`src/rtl/pwm_timebase_if.sv`:
```
// -----------------------------------------------------------------------------
// pwm_timebase_if
// Purpose : groups the control, configuration and status signals of the PWM
//           timebase controller into one bundle.
//
// Handshake semantics: there is no valid/ready backpressure on this bundle.
// cfg_wr, start and stop are single-cycle request strobes that are always
// accepted on the rising clock edge where they are high. period_end and
// cfg_err are single-cycle registered event pulses, and the consumer must take
// them in that cycle. oneshot is a level input. tick is a one-cycle pulse from
// the prescaler.
//
// Signals (from the controller's point of view):
//   cfg_wr      in   config write strobe (captures cfg_div / cfg_period)
//   cfg_div     in   prescaler divide value (tick every cfg_div+1 cycles)
//   cfg_period  in   period length minus one, in ticks
//   start       in   start request strobe
//   stop        in   graceful stop request strobe
//   oneshot     in   level, end RUN after one period (optional feature)
//   tick        in   prescaler tick
//   div_value   out  divide value for the prescaler, 0 gates ticks off
//   cnt         out  tick count within the current period
//   period_end  out  one-cycle pulse after each period boundary
//   busy        out  controller not idle
//   cfg_err     out  one-cycle pulse when start is rejected for zero config
// Modports: master = stimulus/host side, slave = controller side.
// -----------------------------------------------------------------------------
interface pwm_timebase_if #(
  parameter int CNT_W = 16
) ();
  logic             cfg_wr;
  logic [15:0]      cfg_div;
  logic [CNT_W-1:0] cfg_period;
  logic             start;
  logic             stop;
  logic             oneshot;
  logic             tick;
  logic [15:0]      div_value;
  logic [CNT_W-1:0] cnt;
  logic             period_end;
  logic             busy;
  logic             cfg_err;

  modport master (
    output cfg_wr, cfg_div, cfg_period, start, stop, oneshot, tick,
    input  div_value, cnt, period_end, busy, cfg_err
  );

  modport slave (
    input  cfg_wr, cfg_div, cfg_period, start, stop, oneshot, tick,
    output div_value, cnt, period_end, busy, cfg_err
  );
endinterface

```
`src/rtl/pwm_timebase_ctrl.sv`:
```
// -----------------------------------------------------------------------------
// pwm_timebase_ctrl
// Purpose : PWM period timebase controller. It counts prescaler ticks within a
//           period, pulses period_end at each period boundary, and applies
//           configuration updates only at safe points: right away in IDLE, or
//           at a period boundary while running. Stop is graceful and takes
//           effect at the next boundary.
//
// Optional feature: macro PWM_TIMEBASE_ONESHOT_EN. When it is defined, the
//           oneshot input ends RUN after one period. When it is undefined,
//           oneshot is ignored and RUN continues until a stop request.
//
// Ports:
//   clk          in   system clock, all logic on the rising edge
//   rst_n        in   asynchronous active-low reset
//   bus          --   pwm_timebase_if.slave (config, control, status)
//   o_dbg_state  out  current FSM state (0 IDLE, 1 RUN, 2 STOP_PEND)
// -----------------------------------------------------------------------------
module pwm_timebase_ctrl #(
  parameter int CNT_W = 16
) (
  input  logic                  clk,
  input  logic                  rst_n,
  pwm_timebase_if.slave         bus,
  output logic [1:0]            o_dbg_state
);

  typedef enum logic [1:0] {
    ST_IDLE      = 2'd0,
    ST_RUN       = 2'd1,
    ST_STOP_PEND = 2'd2
  } state_t;

  state_t           r_state;
  state_t           w_state_nxt;

  logic [15:0]      r_pend_div;
  logic [CNT_W-1:0] r_pend_period;
  logic             r_upd_pend;
  logic [15:0]      r_act_div;
  logic [CNT_W-1:0] r_act_period;
  logic [15:0]      r_div_value;
  logic [CNT_W-1:0] r_cnt;
  logic             r_period_end;
  logic             r_cfg_err;

  logic             w_active;
  logic             w_boundary;
  logic             w_load_act;
  logic [15:0]      w_act_div_nxt;
  logic [CNT_W-1:0] w_act_period_nxt;
  logic             w_start;
  logic             w_cfg_zero;
  logic             w_oneshot;
  logic             w_cfg_err_nxt;

`ifdef PWM_TIMEBASE_ONESHOT_EN
  assign w_oneshot = bus.oneshot;
`else
  logic w_unused_oneshot;
  assign w_unused_oneshot = bus.oneshot;
  assign w_oneshot        = 1'b0;
`endif

  assign w_active   = (r_state != ST_IDLE);
  assign w_boundary = w_active & bus.tick & (r_cnt == r_act_period);

  // Pending config reaches the active registers on any cycle in IDLE, and
  // only at a boundary while running. The non-blocking update means a cfg_wr
  // on the same cycle as a boundary writes pending, while the boundary still
  // moves the older pending value.
  assign w_load_act       = r_upd_pend & (w_active ? w_boundary : 1'b1);
  assign w_act_div_nxt    = w_load_act ? r_pend_div    : r_act_div;
  assign w_act_period_nxt = w_load_act ? r_pend_period : r_act_period;

  // Stop wins over a simultaneous start.
  assign w_start = bus.start & ~bus.stop;

  // Start is validated against the config that will be active once this edge
  // has passed. RUN can then never begin with a zero divide or period that was
  // loaded in the same cycle.
  assign w_cfg_zero = (w_act_div_nxt == 16'd0) || (w_act_period_nxt == '0);

  // Next-state logic
  always_comb begin
    w_state_nxt   = r_state;
    w_cfg_err_nxt = 1'b0;
    case (r_state)
      ST_IDLE: begin
        if (w_start) begin
          if (w_cfg_zero) w_cfg_err_nxt = 1'b1;
          else            w_state_nxt   = ST_RUN;
        end
      end
      ST_RUN: begin
        // A boundary and a stop on the same cycle: the boundary completes, and
        // the stop then waits for the next boundary.
        if (w_boundary && w_oneshot) w_state_nxt = ST_IDLE;
        else if (bus.stop)           w_state_nxt = ST_STOP_PEND;
      end
      ST_STOP_PEND: begin
        // A start cancels the pending stop, even on the boundary cycle itself.
        if (w_start)         w_state_nxt = ST_RUN;
        else if (w_boundary) w_state_nxt = ST_IDLE;
      end
      default: w_state_nxt = ST_IDLE;
    endcase
  end

  // State register
  always_ff @(posedge clk or negedge rst_n) begin
    if (!rst_n) r_state <= ST_IDLE;
    else        r_state <= w_state_nxt;
  end

  // Config registers
  always_ff @(posedge clk or negedge rst_n) begin
    if (!rst_n) begin
      r_pend_div    <= 16'd0;
      r_pend_period <= '0;
      r_upd_pend    <= 1'b0;
      r_act_div     <= 16'd0;
      r_act_period  <= '0;
    end else begin
      if (bus.cfg_wr) begin
        r_pend_div    <= bus.cfg_div;
        r_pend_period <= bus.cfg_period;
      end
      // A fresh write keeps the flag set even when a load happens this cycle.
      if (bus.cfg_wr)      r_upd_pend <= 1'b1;
      else if (w_load_act) r_upd_pend <= 1'b0;
      r_act_div    <= w_act_div_nxt;
      r_act_period <= w_act_period_nxt;
    end
  end

  // Counter and registered outputs
  always_ff @(posedge clk or negedge rst_n) begin
    if (!rst_n) begin
      r_cnt        <= '0;
      r_div_value  <= 16'd0;
      r_period_end <= 1'b0;
      r_cfg_err    <= 1'b0;
    end else begin
      // The counter wraps at the boundary, before any new period takes
      // effect, so it never exceeds the active period.
      if (!w_active || w_boundary) r_cnt <= '0;
      else if (bus.tick)           r_cnt <= r_cnt + CNT_W'(1);
      // div_value follows the state being entered, so the prescaler is gated
      // off on the same edge on which the FSM returns to IDLE.
      r_div_value  <= (w_state_nxt != ST_IDLE) ? w_act_div_nxt : 16'd0;
      r_period_end <= w_boundary;
      r_cfg_err    <= w_cfg_err_nxt;
    end
  end

  assign bus.div_value  = r_div_value;
  assign bus.cnt        = r_cnt;
  assign bus.period_end = r_period_end;
  assign bus.cfg_err    = r_cfg_err;
  assign bus.busy       = w_active;
  assign o_dbg_state    = r_state;

endmodule

```
`src/flat_wrapper.sv`:
```
// flat-port wrapper written by rule: the top's interface ports become plain ports
module pwm_timebase_ctrl_flat 
#(
  parameter int CNT_W = 16
)
  (clk, rst_n, o_dbg_state, bus_cfg_wr, bus_cfg_div, bus_cfg_period, bus_start, bus_stop, bus_oneshot, bus_tick, bus_div_value, bus_cnt, bus_period_end, bus_busy, bus_cfg_err);
  pwm_timebase_if #(.CNT_W(CNT_W)) bus_i ();
  input  logic clk;
  input  logic rst_n;
  output logic [1:0] o_dbg_state;
  input wire logic [$bits(bus_i.cfg_wr)-1:0] bus_cfg_wr;
  input wire logic [$bits(bus_i.cfg_div)-1:0] bus_cfg_div;
  input wire logic [$bits(bus_i.cfg_period)-1:0] bus_cfg_period;
  input wire logic [$bits(bus_i.start)-1:0] bus_start;
  input wire logic [$bits(bus_i.stop)-1:0] bus_stop;
  input wire logic [$bits(bus_i.oneshot)-1:0] bus_oneshot;
  input wire logic [$bits(bus_i.tick)-1:0] bus_tick;
  output wire logic [$bits(bus_i.div_value)-1:0] bus_div_value;
  output wire logic [$bits(bus_i.cnt)-1:0] bus_cnt;
  output wire logic [$bits(bus_i.period_end)-1:0] bus_period_end;
  output wire logic [$bits(bus_i.busy)-1:0] bus_busy;
  output wire logic [$bits(bus_i.cfg_err)-1:0] bus_cfg_err;
  assign bus_i.cfg_wr = bus_cfg_wr;
  assign bus_i.cfg_div = bus_cfg_div;
  assign bus_i.cfg_period = bus_cfg_period;
  assign bus_i.start = bus_start;
  assign bus_i.stop = bus_stop;
  assign bus_i.oneshot = bus_oneshot;
  assign bus_i.tick = bus_tick;
  assign bus_div_value = bus_i.div_value;
  assign bus_cnt = bus_i.cnt;
  assign bus_period_end = bus_i.period_end;
  assign bus_busy = bus_i.busy;
  assign bus_cfg_err = bus_i.cfg_err;
  pwm_timebase_ctrl #(.CNT_W(CNT_W)) u_core (.clk(clk), .rst_n(rst_n), .bus(bus_i), .o_dbg_state(o_dbg_state));
endmodule
```
`config.mk`:
```
export PLATFORM = sky130hd
export DESIGN_NAME = pwm_timebase_ctrl_flat
export DESIGN_NICKNAME = d
export VERILOG_FILES = /design/src/rtl/pwm_timebase_if.sv /design/src/rtl/pwm_timebase_ctrl.sv /design/src/flat_wrapper.sv
export SDC_FILE = /design/constraint.sdc
export NUM_CORES = 1
export LEC_CHECK = 0
export ABC_CLOCK_PERIOD_IN_PS = 2080
export BUFFER_PORTS_ARGS = -buffer_cell sky130_fd_sc_hd__buf_4
export CORE_MARGIN = 2
export CORE_UTILIZATION = 45
export CTS_BUF_LIST = sky130_fd_sc_hd__clkbuf_16
export DETAILED_ROUTE_END_ITERATION = 10
export PLACE_DENSITY = 0.8
export SYNTH_ARGS = -nofsm -noshare
export SYNTH_HDL_FRONTEND = slang
export SYNTH_SLANG_ARGS = --single-unit
export TNS_END_PERCENT = 30
```
`constraint.sdc`:
```
create_clock -name clk -period 2.08 [get_ports clk]
set_input_delay 0.624 -clock clk [delete_from_list [all_inputs] [get_ports clk]]
set_output_delay 0.624 -clock clk [all_outputs]
set_load 0.005 [all_outputs]
```
==> Word level (Yosys, flattened, before mapping) <==
Index checks and enable logic that the tools add are counted.
{ "op_classes": {"add_sub_neg": 1, "eq_ne": 3, "muxes": 17, "n_bitwise": 5, "n_reduce_logical": 10} }
{ "ops": {"columns": ["op", "count"], "rows": [
  ["2-to-1 mux 16 bit", 5],
  ["zero test 16 bit", 2],
  ["adder 16 x 1 -> 16 bit, second input constant", 1],
  ["== test 16 bit", 1],
  ["2-to-1 mux 2 bit", 5],
  ["nonzero test 2 bit", 4],
  ["2-to-1 mux 1 bit", 6],
  ["case mux 2 bit (3 select lines)", 1],
  ["AND 1 bit", 4],
  ["== test 2 x 1 -> 1 bit, second input constant", 1],
  ["== test 2 bit, second input constant", 1],
  ["zero test 2 bit", 1],
  ["logical OR 1 bit", 2],
  ["zero test 1 bit", 1],
  ["NOT 1 bit", 1]
]} }
{ "totals": {"ff_bits": 101, "output_inout_bits": 37} }

==> Longest topological paths before layout <==
{ "depth": {"ltp_word": 13, "ltp_mapped": 9} }

==> Least setup slack after synthesis <==
No wires, ideal clock.
{ "synth_timing": {"kind": "flip-flop to flip-flop", "from": "register u_core.r_cnt[11], in the netlist u_core.bus.cnt[11]", "to": "register u_core.r_div_value[13], in the netlist u_core.bus.div_value[13]", "setup_time_ns": 0.119, "arrival_time_ns": 1.977, "required_time_ns": 1.961, "slack_ns": -0.015, "path_stages_with_launch": 9, "n_path_buf": 3, "synth_period_minus_slack_ns": 2.095, "path_cell_list": "dfrtp_1 -> buf_2 -> xnor2_2 -> or3b_1 -> o32a_1 -> buf_4 -> buf_4 -> and3_1 -> o21a_1"} }
{ "synth_between": {"elab_chain_cells": 12, "elab_cells_between_ends": 16, "cone_classes": "eq/ne: 1; mux: 9; bitwise: 2; reduce/logical: 4"} }
{ "synth_lines": {"columns": ["element", "line", "text"], "rows": [
  ["from (decl)", "pwm_timebase_ctrl.sv:43", "logic [CNT_W-1:0] r_cnt;"],
  ["from (signal assigned)", "pwm_timebase_ctrl.sv:148", "else if (bus.tick) r_cnt <= r_cnt + CNT_W'(1);"],
  ["== test 16 bit *", "pwm_timebase_ctrl.sv:66", "assign w_boundary = w_active & bus.tick & (r_cnt == r_act_period);"],
  ["AND 1 bit *", "pwm_timebase_ctrl.sv:66", null],
  ["2-to-1 mux 1 bit", "pwm_timebase_ctrl.sv:72", "assign w_load_act = r_upd_pend & (w_active ? w_boundary : 1'b1);"],
  ["AND 1 bit", "pwm_timebase_ctrl.sv:72", null],
  ["2-to-1 mux 16 bit, on equally long branches", "pwm_timebase_ctrl.sv:73, pwm_timebase_ctrl.sv:74", null],
  ["zero test 16 bit", "pwm_timebase_ctrl.sv:82", "assign w_cfg_zero = (w_act_div_nxt == 16'd0) || (w_act_period_nxt == '0);"],
  ["logical OR 1 bit", "pwm_timebase_ctrl.sv:82", null],
  ["2-to-1 mux 2 bit", "pwm_timebase_ctrl.sv:91", "if (w_cfg_zero) w_cfg_err_nxt = 1'b1;"],
  ["2-to-1 mux 2 bit", "pwm_timebase_ctrl.sv:90", "if (w_start) begin"],
  ["case mux 2 bit (3 select lines)", "pwm_timebase_ctrl.sv:88", "case (r_state)"],
  ["nonzero test 2 bit", "pwm_timebase_ctrl.sv:151", "r_div_value <= (w_state_nxt != ST_IDLE) ? w_act_div_nxt : 16'd0;"],
  ["2-to-1 mux 16 bit *", "pwm_timebase_ctrl.sv:151", null],
  ["to (signal assigned)", "pwm_timebase_ctrl.sv:151", null],
  ["to (decl)", "pwm_timebase_ctrl.sv:42", "logic [15:0] r_div_value;"]
]} }
Every way passes the cells marked *; elsewhere a longest branch is shown, timed or not.
A chain may end at the register's enable or synchronous reset.

==> Worst setup path after layout <==
{ "layout_timing": {"from": "register u_core.r_cnt[7], in the netlist u_core.bus.cnt[7]", "to": "register u_core.r_div_value[14], in the netlist u_core.bus.div_value[14]"} }
The elaborated chain is that of the path after synthesis.

==> out/results.ini <==
[placed_design]
place_congestion = 0.807
placedInstanceArea_um2 = 5350
place_hpwl_um = 6820
place.port_buffers = 74
pre_cts_ws_ns = -0.0331

[logic_synthesis]
netlist_instances = 381
synth_flop_cell = dfrtp_1
syn_avg_cell_area_um2 = 11.9
syn_nets = 421
synth.top_cell.area_share_pct = 55.6
ys_ff_latch = 101
synth_area_leader_cell = dfrtp_1
postSynth.asyncResetShare_pct = 100
synth-seq-area-share_pct = 55.6
yosys_warnings = 0
synth-edff-count = 0
synth_cell_type_count = 35
netlist_area_um2 = 4550
yosys-top-cells-area = dfrtp_1, mux2_2, nor2_1

[sta]
max-slew-margin-rel_pct = 61.2
timing.final.crit_share_pct = 102
hold_viol = 0
rsz0062_at_grt = true
setup_ws_ns = -0.0454
max_freq_mhz = 470
hold_ws_ns = 0.290
setup_viol = 33
fin_skew_ns = 0.00596
drv_slew = 0
fin_crit_ns = 2.13
worst_pin_slew_ns = 0.581

[floorplanning]
ioPinCount = 76
die_h_um = 105
fp.dieW_um = 105
start_util_pct = 46.5
dieArea_um2 = 10900
core_area_um2 = 9770
fp-row-count = 36

[setup_path]
crit_type = reg -> reg
arrival_ns = 2.36
end_kind = flip-flop
worstPathRequired_ns = 2.31
slowest_stage = dfrtp_1
worstPathCellList = xor2_1 -> nor4_1 -> nand4_1 -> o32a_4 -> buf_12 -> and3_1 -> o21a_1
slowest_delay_ns = 0.42
start_kind = flip-flop
path_max_fanout = 24
worst-path-buf-inv = 1
cpLargestDelayFamily = simple AND/OR/NAND/NOR gates

[clock_tree]
cts_tree = yes
cts.path.max_buffers = 2
htreeDepth = 3
cts_buffers = 9
cts_root_buf = clkbuf_16
worstSkewPairLatency_ns = 0.34
numClockSinks = 101
clk_transition_reported_paths_ns = 0.07
cts-hold-fix-buffers = 0

[pwr]
pwr-share-seq_pct = 42.9
combPwrFrac_pct = 32.7
internal_power_w = 0.00472
finalPower_w = 0.00690
pwr-share-clk_pct = 24.4
leakagePower_nw = 2.66
p_sw_w = 0.00218
switching_share_pct = 31.5
powerDensity_nw_per_um2 = 1200
vdd_drop_max_mv = 0.540

[run_status]
violations = negative setup slack
status = complete, but fails checks

[detailed_routing]
drt_wl_total_um = 10200
firstDrtPassIters = 5
via_per_inst = 5.44
drt-initial-drc-count = 189
ant_nets = 0
dr_total_vias = 3303
wire_per_inst_um = 16.9
drc = 0

[cells_and_area]
multi_input_area_um2 = 1980
stdcell_area_um2 = 5760
n_fill_cell = 748
layout_commonest_cell = dfrtp_1
final-seq-area_um2 = 2530
area_growth_pct = 26.8
n_antenna_cell = 0
layout_common_cells = dfrtp_1, buf_4, mux2_2
num-nets-final = 510
drive_above_1_share_pct = 39.9

[grt]
grt_pass1_vias = 3316
grt_pass1_wl_um = 16900
antenna_found_initial = 0
grtUsageTotal_pct = 19.3
grt_remaining_overflow = 0
grt_max_degree = 102

[job]
maxCapViolations = 0

[hold_path]
hold_path.class = in -> async

layout make-up:
type | count | area share, %
flip-flops and latches | 101 | 43.8
well taps | 133 | 2.89
multi-input cells | 258 | 34.4
clock inverters | 6 | 1.32
repair buffers | 97 | 13.4
clock buffers | 9 | 3.91
inverters | 3 | 0.195
what timing repair did:
action | in CTS | in global routing
setup buffers | 1 | 1
pin swaps | 4 | 1
gates cloned | 1 | 0
endpoints found under the setup margin | 17 | 59
gates resized for setup | 5 | 7
worst reg2reg max path: cells and delay by family, from the launching register on:
family | cells | cell delay (ns)
flip-flops | 1 | 0.42
buffers and inverters | 1 | 0.18
AO/OA/AOI/OAI | 2 | 0.56
XOR/XNOR | 1 | 0.19
AND/OR/NAND/NOR | 3 | 0.68
sequential cells by signal, indices dropped and copies added, names as in the netlist:
name and count:
u_core.r_pend_period 16, u_core.bus.cfg_err 1, u_core.r_pend_div 16, u_core.bus.cnt 16, u_core.r_upd_pend 1, u_core.r_act_period 16
u_core.r_act_div 16, u_core.bus.div_value 16, u_core.bus.period_end 1, u_core.o_dbg_state 2
per-layer routing:
metal / GRT usage (%) / wire (um) / up-vias
met1: 26.1 / 4520 / 1660
met2: 30.7 / 5070 / 104
li1: - / - / 1522
met4: 7.24 / 148 / 0
met5: 0 / 0 / -
met3: 4.07 / 501 / 17
cells by family after synthesis:
logic type,Yosys count,share of synthesized area [%]
AO/OA/AOI/OAI,25,4.51
XOR/XNOR,31,6.14
adder cells (fa/ha/maj),1,0.275
buffers and inverters,22,2.23
flip-flops,101,55.6
multiplexers,66,16.4
AND/OR/NAND/NOR,135,14.8
final timing paths:
check                                startpoint                       end  slack (ns)  cells after the start
setup / recovery              u_core.bus.cnt[7]  u_core.bus.div_value[14]       -0.05                      7
hold / removal                            rst_n     u_core.r_pend_div[10]        0.29                      2
setup reg to reg              u_core.bus.cnt[7]  u_core.bus.div_value[14]       -0.05                      7
hold reg to reg            u_core.r_act_div[14]      u_core.r_act_div[14]        0.53                      1
max in group asynchronous                 rst_n   u_core.r_act_period[15]        1.33                      2
min in group clk                       bus_stop     u_core.o_dbg_state[0]        0.47                      2
power by group through the flow:
stage / sequential, W / clock (W) / combinational (W)
final: 0.00296 / 0.00168 / 0.00226
after global routing: 0.00302 / 0.00180 / 0.00243
after CTS: 0.00294 / 0.00169 / 0.00220
after detailed placement: 0.00297 / 0 / 0.00206
after global placement: 0.00294 / 0 / 0.00198
after floorplan: 0.00286 / 0 / 0.00139
Yosys cell counts (all sizes together), types with 2 or more instances:
| master | count |
|---|---|
| o21a | 16 |
| mux2 | 65 |
| nor4 | 21 |
| nand2b | 2 |
| nor2b | 3 |
| nor2 | 42 |
| and3 | 17 |
| and2 | 2 |
| xnor2 | 16 |
| o2111ai | 2 |
| buf | 7 |
| xor2 | 15 |
| dfrtp | 101 |
| nand4 | 12 |
| clkbuf | 12 |
| nand3 | 4 |
| inv | 3 |
| nand2 | 27 |
through the flow:
stage / TNS (ns) / util, % / cells
6_report: -0.965 / 59.0 / 607
3_5_place_dp: -0.314 / 54.8 / 589
2_1_floorplan: 0 / - / 381
3_3_place_gp: 0 / 54.8 / 589
5_1_grt: -2.71 / 59.0 / 607
4_1_cts: 0 / 58.5 / 606
Note: power is estimated with default switching activity, not from simulation.
